`src/rtl/muldiv_pkg.sv`:
```
// Shared types and decode helpers for the RV32M iterative multiply/divide unit.
// Latency: n/a (package only).
// Backpressure: n/a (package only).
package muldiv_pkg;

  localparam int XLEN = 32;
  localparam int CW   = $clog2(XLEN);

  localparam logic [2:0] F3_MUL    = 3'b000;
  localparam logic [2:0] F3_MULH   = 3'b001;
  localparam logic [2:0] F3_MULHSU = 3'b010;
  localparam logic [2:0] F3_MULHU  = 3'b011;
  localparam logic [2:0] F3_DIV    = 3'b100;
  localparam logic [2:0] F3_DIVU   = 3'b101;
  localparam logic [2:0] F3_REM    = 3'b110;
  localparam logic [2:0] F3_REMU   = 3'b111;

  typedef enum logic [2:0] {
    IDLE,
    PREP,
    CALC,
    FIX,
    DONE
  } state_t;

  // Decoded view of funct3: which datapath, which operands are signed,
  // and whether the upper half (MULH*) / remainder (REM*) is selected.
  typedef struct packed {
    logic is_div;
    logic a_signed;
    logic b_signed;
    logic sel_hi;
  } op_dec_t;

  // Result of the special-case check (divide by zero, signed overflow,
  // multiply by zero).
  typedef struct packed {
    logic            hit;
    logic [XLEN-1:0] val;
  } special_t;

  function automatic logic is_div(input logic [2:0] f3);
    return f3[2];
  endfunction

  // 2'b{a_signed, b_signed}
  function automatic logic [1:0] is_signed(input logic [2:0] f3);
    logic [1:0] s;
    case (f3)
      F3_MULH, F3_DIV, F3_REM: s = 2'b11;
      F3_MULHSU:               s = 2'b10;
      default:                 s = 2'b00;
    endcase
    return s;
  endfunction

  function automatic op_dec_t decode_op(input logic [2:0] f3);
    op_dec_t    d;
    logic [1:0] s;
    s          = is_signed(f3);
    d.is_div   = is_div(f3);
    d.a_signed = s[1];
    d.b_signed = s[0];
    d.sel_hi   = f3[2] ? f3[1] : (f3 != F3_MUL);
    return d;
  endfunction

  // Architecturally defined results that do not come out of the plain
  // magnitude datapath (or that can be skipped entirely).
  function automatic special_t special_result(input logic [2:0]      f3,
                                              input logic [XLEN-1:0] a,
                                              input logic [XLEN-1:0] b);
    special_t sp;
    sp.hit = 1'b0;
    sp.val = '0;
    if (f3[2]) begin
      if (b == '0) begin
        sp.hit = 1'b1;
        sp.val = f3[1] ? a : '1;
      end else if (!f3[0] && a == {1'b1, {(XLEN-1){1'b0}}} && b == '1) begin
        sp.hit = 1'b1;
        sp.val = f3[1] ? '0 : a;
      end
    end else if (a == '0 || b == '0) begin
      sp.hit = 1'b1;
      sp.val = '0;
    end
    return sp;
  endfunction

endpackage

```
`src/rtl/muldiv_if.sv`:
```
// Request/result bundle between the execute stage and the multiply/divide unit.
// Latency: n/a (wiring only).
// Backpressure: stall is the unit's hold request to the pipeline.
interface muldiv_if;
  import muldiv_pkg::*;

  logic            start;
  logic [2:0]      Funct3;
  logic [XLEN-1:0] SrcA;
  logic [XLEN-1:0] SrcB;
  logic            flush;
  logic            stall;
  logic            busy;
  logic            done;
  logic [XLEN-1:0] Result;

  // Pipeline side: issues operations and consumes results.
  modport master (
    output start, Funct3, SrcA, SrcB, flush,
    input  stall, busy, done, Result
  );

  // Unit side.
  modport slave (
    input  start, Funct3, SrcA, SrcB, flush,
    output stall, busy, done, Result
  );

endinterface

```
`src/rtl/muldiv_step.sv`:
```
// One iteration of the shared datapath: add-or-pass (multiply) or trial subtract (divide).
// Latency: combinational.
// Backpressure: none.
module muldiv_step
  import muldiv_pkg::*;
(
  input  logic              is_div,
  input  logic [2*XLEN-1:0] acc_in,
  input  logic [XLEN-1:0]   opnd,
  output logic [2*XLEN-1:0] acc_out
);

  logic [XLEN:0]   sum;
  logic [XLEN:0]   rem_sh;
  logic [XLEN-1:0] diff;
  logic            fits;

  // Multiply: {hi,lo} with multiplier in lo; add multiplicand on lo[0], shift right.
  // Divide: {rem,quot}; shift left, keep the subtraction when the divisor fits.
  always_comb begin
    sum     = {1'b0, acc_in[2*XLEN-1:XLEN]} + (acc_in[0] ? {1'b0, opnd} : '0);
    rem_sh  = acc_in[2*XLEN-1:XLEN-1];
    fits    = (rem_sh >= {1'b0, opnd});
    diff    = rem_sh[XLEN-1:0] - opnd;
    acc_out = {sum, acc_in[XLEN-1:1]};
    if (is_div) begin
      if (fits) begin
        acc_out = {diff, acc_in[XLEN-2:0], 1'b1};
      end else begin
        acc_out = {rem_sh[XLEN-1:0], acc_in[XLEN-2:0], 1'b0};
      end
    end
  end

endmodule

```
`src/rtl/muldiv_sequencer.sv`:
```
// Iterative RV32M multiply/divide with its own FSM; MULDIV_EARLY_OUT_EN skips CALC for special cases.
// Latency: XLEN+3 cycles start-to-done (2 for early-out cases when MULDIV_EARLY_OUT_EN is defined).
// Backpressure: stall holds the pipeline from accepted start until the DONE cycle; flush aborts.
module muldiv_sequencer
  import muldiv_pkg::*;
(
  input  logic clk,
  input  logic reset,
  muldiv_if.slave bus
);

  state_t            state;
  logic [2:0]        f3_q;
  logic [XLEN-1:0]   a_q;
  logic [XLEN-1:0]   b_q;
  logic [XLEN-1:0]   opnd_q;
  logic [2*XLEN-1:0] acc_q;
  logic [CW-1:0]     count_q;
  logic              neg_q;
  logic              busy_q;
  logic              done_q;
  logic [XLEN-1:0]   res_q;

  op_dec_t           dec;
  special_t          sp;
  logic              a_neg;
  logic              b_neg;
  logic [XLEN-1:0]   a_mag;
  logic [XLEN-1:0]   b_mag;
  logic [2*XLEN-1:0] prod;
  logic [XLEN-1:0]   quot;
  logic [XLEN-1:0]   rem;
  logic [XLEN-1:0]   fix_res;
  logic [2*XLEN-1:0] step_acc;

  muldiv_step u_step (
    .is_div  (dec.is_div),
    .acc_in  (acc_q),
    .opnd    (opnd_q),
    .acc_out (step_acc)
  );

  // Operand magnitudes for PREP and the sign-corrected, selected result for FIX.
  always_comb begin
    dec   = decode_op(f3_q);
    sp    = special_result(f3_q, a_q, b_q);
    a_neg = dec.a_signed & a_q[XLEN-1];
    b_neg = dec.b_signed & b_q[XLEN-1];
    a_mag = a_neg ? (~a_q + 1'b1) : a_q;
    b_mag = b_neg ? (~b_q + 1'b1) : b_q;
    prod  = neg_q ? (~acc_q + 1'b1) : acc_q;
    quot  = neg_q ? (~acc_q[XLEN-1:0] + 1'b1) : acc_q[XLEN-1:0];
    rem   = neg_q ? (~acc_q[2*XLEN-1:XLEN] + 1'b1) : acc_q[2*XLEN-1:XLEN];
    if (sp.hit) begin
      fix_res = sp.val;
    end else if (dec.is_div) begin
      fix_res = dec.sel_hi ? rem : quot;
    end else begin
      fix_res = dec.sel_hi ? prod[2*XLEN-1:XLEN] : prod[XLEN-1:0];
    end
  end

  // Sequencing FSM with the counter, datapath registers and registered outputs.
  always_ff @(posedge clk or posedge reset) begin
    if (reset) begin
      state   <= IDLE;
      f3_q    <= '0;
      a_q     <= '0;
      b_q     <= '0;
      opnd_q  <= '0;
      acc_q   <= '0;
      count_q <= '0;
      neg_q   <= 1'b0;
      busy_q  <= 1'b0;
      done_q  <= 1'b0;
      res_q   <= '0;
    end else if (bus.flush) begin
      // Abort: Result keeps its last completed value.
      state  <= IDLE;
      busy_q <= 1'b0;
      done_q <= 1'b0;
    end else begin
      case (state)
        IDLE: begin
          done_q <= 1'b0;
          if (bus.start) begin
            f3_q   <= bus.Funct3;
            a_q    <= bus.SrcA;
            b_q    <= bus.SrcB;
            busy_q <= 1'b1;
            state  <= PREP;
          end
        end
        PREP: begin
          count_q <= CW'(XLEN-1);
          if (dec.is_div) begin
            acc_q  <= {{XLEN{1'b0}}, a_mag};
            opnd_q <= b_mag;
            // Remainder follows the dividend's sign, quotient the xor.
            neg_q  <= dec.sel_hi ? a_neg : (a_neg ^ b_neg);
          end else begin
            acc_q  <= {{XLEN{1'b0}}, b_mag};
            opnd_q <= a_mag;
            neg_q  <= a_neg ^ b_neg;
          end
`ifdef MULDIV_EARLY_OUT_EN
          if (sp.hit) begin
            res_q  <= sp.val;
            busy_q <= 1'b0;
            done_q <= 1'b1;
            state  <= DONE;
          end else begin
            state  <= CALC;
          end
`else
          state <= CALC;
`endif
        end
        CALC: begin
          acc_q   <= step_acc;
          count_q <= count_q - 1'b1;
          if (count_q == '0) begin
            state <= FIX;
          end
        end
        FIX: begin
          res_q  <= fix_res;
          busy_q <= 1'b0;
          done_q <= 1'b1;
          state  <= DONE;
        end
        DONE: begin
          done_q <= 1'b0;
          state  <= IDLE;
        end
        default: begin
          busy_q <= 1'b0;
          done_q <= 1'b0;
          state  <= IDLE;
        end
      endcase
    end
  end

  assign bus.stall  = ((state == IDLE) & bus.start & ~bus.flush) | busy_q;
  assign bus.busy   = busy_q;
  assign bus.done   = done_q;
  assign bus.Result = res_q;

endmodule

```
`src/flat_wrapper.sv`:
```
// flat-port wrapper written by rule: the top's interface ports become plain ports
module muldiv_sequencer_flat import muldiv_pkg::*;
  (clk, reset, bus_start, bus_Funct3, bus_SrcA, bus_SrcB, bus_flush, bus_stall, bus_busy, bus_done, bus_Result);
  muldiv_if bus_i ();
  input  logic clk;
  input  logic reset;
  input wire logic [$bits(bus_i.start)-1:0] bus_start;
  input wire logic [$bits(bus_i.Funct3)-1:0] bus_Funct3;
  input wire logic [$bits(bus_i.SrcA)-1:0] bus_SrcA;
  input wire logic [$bits(bus_i.SrcB)-1:0] bus_SrcB;
  input wire logic [$bits(bus_i.flush)-1:0] bus_flush;
  output wire logic [$bits(bus_i.stall)-1:0] bus_stall;
  output wire logic [$bits(bus_i.busy)-1:0] bus_busy;
  output wire logic [$bits(bus_i.done)-1:0] bus_done;
  output wire logic [$bits(bus_i.Result)-1:0] bus_Result;
  assign bus_i.start = bus_start;
  assign bus_i.Funct3 = bus_Funct3;
  assign bus_i.SrcA = bus_SrcA;
  assign bus_i.SrcB = bus_SrcB;
  assign bus_i.flush = bus_flush;
  assign bus_stall = bus_i.stall;
  assign bus_busy = bus_i.busy;
  assign bus_done = bus_i.done;
  assign bus_Result = bus_i.Result;
  muldiv_sequencer u_core (.clk(clk), .reset(reset), .bus(bus_i));
endmodule
```
`config.mk`:
```
export PLATFORM = sky130hd
export DESIGN_NAME = muldiv_sequencer_flat
export DESIGN_NICKNAME = d
export VERILOG_FILES = /design/src/rtl/muldiv_pkg.sv /design/src/rtl/muldiv_if.sv /design/src/rtl/muldiv_step.sv /design/src/rtl/muldiv_sequencer.sv /design/src/flat_wrapper.sv
export SDC_FILE = /design/constraint.sdc
export NUM_CORES = 1
export LEC_CHECK = 0
export ABC_AREA = 1
export CAP_MARGIN = 10
export CORE_ASPECT_RATIO = 0.8
export CORE_UTILIZATION = 38
export DETAILED_ROUTE_END_ITERATION = 12
export PLACE_DENSITY = 0.58
export SLEW_MARGIN = 20
export SYNTH_ARGS = -nofsm -noshare
export SYNTH_HDL_FRONTEND = slang
export SYNTH_SLANG_ARGS = --single-unit
```
`constraint.sdc`:
```
create_clock -name clk -period 22.5 [get_ports clk]
set_clock_uncertainty 0.05 [all_clocks]
set_input_delay 4.5 -clock clk [delete_from_list [all_inputs] [get_ports clk]]
set_output_delay 4.5 -clock clk [all_outputs]
set_load 0.02 [all_outputs]
```
# == After elaboration in Yosys (flattened, before gate mapping) ==
# Cells that the tools add are included.
# totals
out_inout_bits,35
ff_bits,206
input_bits,71
# op_classes
n_eq_ne,14
reduce_logical,19
bitwise,12
muxes,35
n_addsub,8
magnitude_cmp,1
# op_table
operator,count
2-to-1 mux 32 bit,13
2-to-1 mux 64 bit,3
2-to-1 mux 33 bit,4
adder 32 x 1 -> 32 bit (second input constant),4
NOT 32 bit,4
case mux 64 bit (2 select lines),1
adder 64 x 1 -> 64 bit (second input constant),1
equality test 32 bit (second input constant),2
zero test 32 bit,2
NOT 64 bit,1
adder 32 x 33 -> 33 bit,1
>= comparator 33 x 32 -> 1 bit,1
subtractor 32 bit,1
case mux 3 bit (4 select lines),1
case mux 5 bit (2 select lines),1
AND reduction 2 bit,5
equality test 3 x 2 -> 1 bit (second input constant),3
equality test 3 bit (second input constant),3
2-to-1 mux 3 bit,3
equality test 3 x 1 -> 1 bit (second input constant),2
2-to-1 mux 1 bit,6
OR reduction 3 bit,2
zero test 5 bit,1
subtractor 5 x 1 -> 5 bit (second input constant),1
other kinds (17),23

# == Logic depth before layout (Yosys ltp) ==
# depth
depth_word,7
depth_mapped,22

# == Modules after synthesis ==
# Synthesis repeated with hierarchy kept, for this count alone.
# unflattened
cells_unflattened,3670
hier_area_um2,20947.6
# by_module_without_submodules
mod,cells_per_inst,area_per_inst_um2,instances
muldiv_sequencer,2397,14802.9,1
muldiv_step,1273,6144.6,1

# == Worst setup path after synthesis ==
# No wires, ideal clock.
# synth_path
path_kind,input to output
startpoint,input port bus_flush
endpoint,output port bus_stall
stages,7
t_required_ns,17.950
setup_slack_ns,12.323
path_buffers,2
arrival_time_ns,5.627
path_cell_list,inv_1 nand3_1 nor2_1 nand2_1 buf_2 buf_1 nand2_1
# synth_between
elab_chain_cells,3
# synth_rtl
item,line,rtl
start: declaration,flat_wrapper.sv:11,input wire logic [$bits(bus_i.flush)-1:0] bus_flush;
NOT 1 bit (no line),n/a,
bitwise AND 1 bit,muldiv_sequencer.sv:145,assign bus.stall = ((state == IDLE) & bus.start & ~bus.flush) | busy_q;
bitwise OR 1 bit,muldiv_sequencer.sv:145,
end: declaration,flat_wrapper.sv:12,output wire logic [$bits(bus_i.stall)-1:0] bus_stall;
# Every way passes these cells.

# == Worst setup path after layout ==
# Ends and elaborated chain as after synthesis.

==> flow_metrics.tcl <==
set metrics [dict create \
    total_power_mw 3.65 \
    start_kind "input pin" \
    pre_cts_ws_ps 11540 \
    final_core_util_pct 43.3 \
    seq_area_frac_synth_pct 26.2 \
    tns_ps 0 \
    syn-instance-count 3251 \
    filler_cell_count 5573 \
    drt_wl_total_mm 93.3 \
    cp.arrival_ps 6420 \
    postRouteAntennaNets 0 \
    grt_first_pass_wirelength_mm 134 \
    slew_headroom_pct 25.7 \
    drt-initial-drc-count 3083 \
    hold_viol 0 \
    antenna_found_initial 2 \
    start_util_pct 38.5 \
    holdWs_ps 461 \
    netlist.area_leader.share_pct 26.2 \
    final_cell_area_um2 22100 \
    cts_buffers 25 \
    cts_hold_buf 0 \
    gr-max-usage-layer "met1" \
    run_status "complete, no violations" \
    grt_overflow 0 \
    vias_per_cell 5.78 \
    pwr-share-clk_pct 12.2 \
    syn-num-nets 3395 \
    p_sw_share_pct 59.2 \
    stdcell_count 3988 \
    ir_drop_mv 0.0691 \
    ios 106 \
    place_inst 3941 \
    syn_area_um2 19700 \
    postPlaceCellArea_um2 21300 \
    die_w_um 256 \
    grt_max_degree 105 \
    crit_required_ps 17950 \
    ys_warn_count 0 \
    hold_path.class "reg2reg" \
    fin_crit_ps 10970 \
    avgSynthCellArea_um2 6.05 \
    power_density_nw_per_um2 165 \
    cap_violations 0 \
    crit_fanout 24 \
    synth-edff-count 0 \
    worst_slack_ps 11530 \
    grtUsageMet1_pct 54.5 \
    drc 0 \
    clk_latency_ps 570 \
    worst_pin_slew_ps 1110 \
    vias 23100 \
    cts_tree "yes" \
    dp_hpwl_mm 74.5 \
    clkTransAtPathRegs_ps 60 \
    cts_setup_buffers 0 \
    worst_setup_path_end_kind "output port" \
    die_h_um 206 \
    comb_power_share_pct 66.8 \
    grt.met3_usage_pct 9.10 \
    gp_congestion 1.01 \
    drv_slew 0 \
    setup_violations 0 \
    cts_sinks 206 \
    synthFlopType "dfrtp_1" \
    core_um2 51100 \
    drive_above_1_share_pct 5.30 \
    fin_crit_sh_pct 48.7 \
    drtPass1Iterations 6 \
    post_cts_resized 0 \
    grt_usage_pct 34.4 \
    synth_cell_types 55 \
    area_delta_synth_final_pct 12.5 \
    synthTopCellsByCount "nand2_1 (846), nand3_1 (418), inv_1 (401)" \
    rows 74 \
    fp.dieArea_um2 52700 \
    critPathKind "in2out" \
    clk_path_buf_depth 3 \
    max_freq_mhz 91.2 \
    async_reset_ff_share_pct 100 \
    total_switching_power_mw 2.16 \
    synthTopCellsByArea "dfrtp_1 (26%), nand2_1 (16%), nand3_1 (11%)" \
    yosysTopAreaCell "dfrtp_1" \
    io_buffers 105 \
    leakage_nw 11.0 \
    ys_ff_latch 206 \
    met2_usage_pct 45.5 \
    clockRootBuffer "clkbuf_16" \
    rsz0062_at_grt "false" \
    grt_pass1_vias 20300 \
    post_drt_wl_per_cell_um 23.4 \
    synth_most_common_cell "nand2_1" \
    nets 3428 \
    htreeDepth 1 \
    internal-power_mw 1.49 \
    power_frac_seq_pct 21.0 \
]
[power groups by stage]
stage          sequential, mW  clock (mW)  combinational [mW]
3_5_place_dp            0.755           0                2.35
2_1_floorplan           0.672           0                1.55
3_3_place_gp            0.752           0                2.33
5_1_grt                 0.772       0.463                2.65
6_report                0.767       0.445                2.44
4_1_cts                 0.749       0.448                2.36
[placed cells by master, fill, tap and decap left out, types with 9 or more instances in the layout]
cell             count
o221ai_1            10
inv_1              398
a21oi_1            195
xor2_1              45
nor3_1              36
nor2_1             395
o22ai_1             17
a31oi_1             16
mux2_2               9
o21ai_0            161
o21ai_1             64
ha_1                71
or2_2               15
o211ai_1            32
nor2_2              17
buf_4               22
clkbuf_16           25
dfrtp_1            204
nand3b_1             9
nand4_1             58
nand2_1            845
nand3_1            418
a21oi_2             23
clkdlybuf4s50_1    105
[critical path, cell delays in order]
cell,delay [ps]
clkdlybuf4s50_1,470
inv_1,110
nand3_1,190
nor2_1,250
nand2_4,200
nand2_1,100
clkdlybuf4s50_1,600
[logic make-up after synthesis]
kind of cell	synth area share, %
and+or+nand+nor	39.6
AOI/OAI and AO/OA	16.1
buffers and inverters	10.6
DFF	26.2
adders and majority gates	4.72
xor gates and xnor gates	2.23
muxes	0.515
[area by class of cell]
cell class,count,area (µm²),share of cell area (%)
clock buffers,33,706,3.19
clock inverters,13,164,0.741
well taps,684,856,3.87
diodes,1,2.50,0.0113
multi-input cells,2512,12500,56.3
repair buffers,129,1240,5.61
flip-flops and latches,206,5160,23.3
inverters,410,1550,7.00
[layer usage]
metal	share of wire, %	routed length (µm)
met4	1.8	1670
met5	0	0
met2	38	35100
met1	49	45800
met3	12	10800
[registers in the layout, indices dropped and copies added, names as in the netlist]
name and cells:
u_core.acc_q 64, u_core.a_q 32, u_core.b_q 32, u_core.bus.Result 32, u_core.opnd_q 32, u_core.count_q 5
u_core.f3_q 3, u_core.state 3, u_core.bus.busy 1, u_core.bus.done 1, u_core.neg_q 1
[path summary, 6_finish.rpt]
| kind | from | end | slack (ps) | cells past startpoint |
|---|---|---|---|---|
| worst min-delay path | u_core.bus.done | u_core.bus.done | 460 | 2 |
| max in group asynchronous | reset | u_core.neg_q | 16770 | 3 |
| worst min register to register | u_core.bus.done | u_core.bus.done | 460 | 2 |
| worst max-delay path | bus_flush | bus_stall | 11530 | 7 |
| worst max register to register | u_core.acc_q[0] | u_core.acc_q[61] | 18340 | 20 |
| min in group asynchronous | reset | u_core.b_q[27] | 4370 | 2 |
No activity file was read; power rests on OpenSTA's default activity.
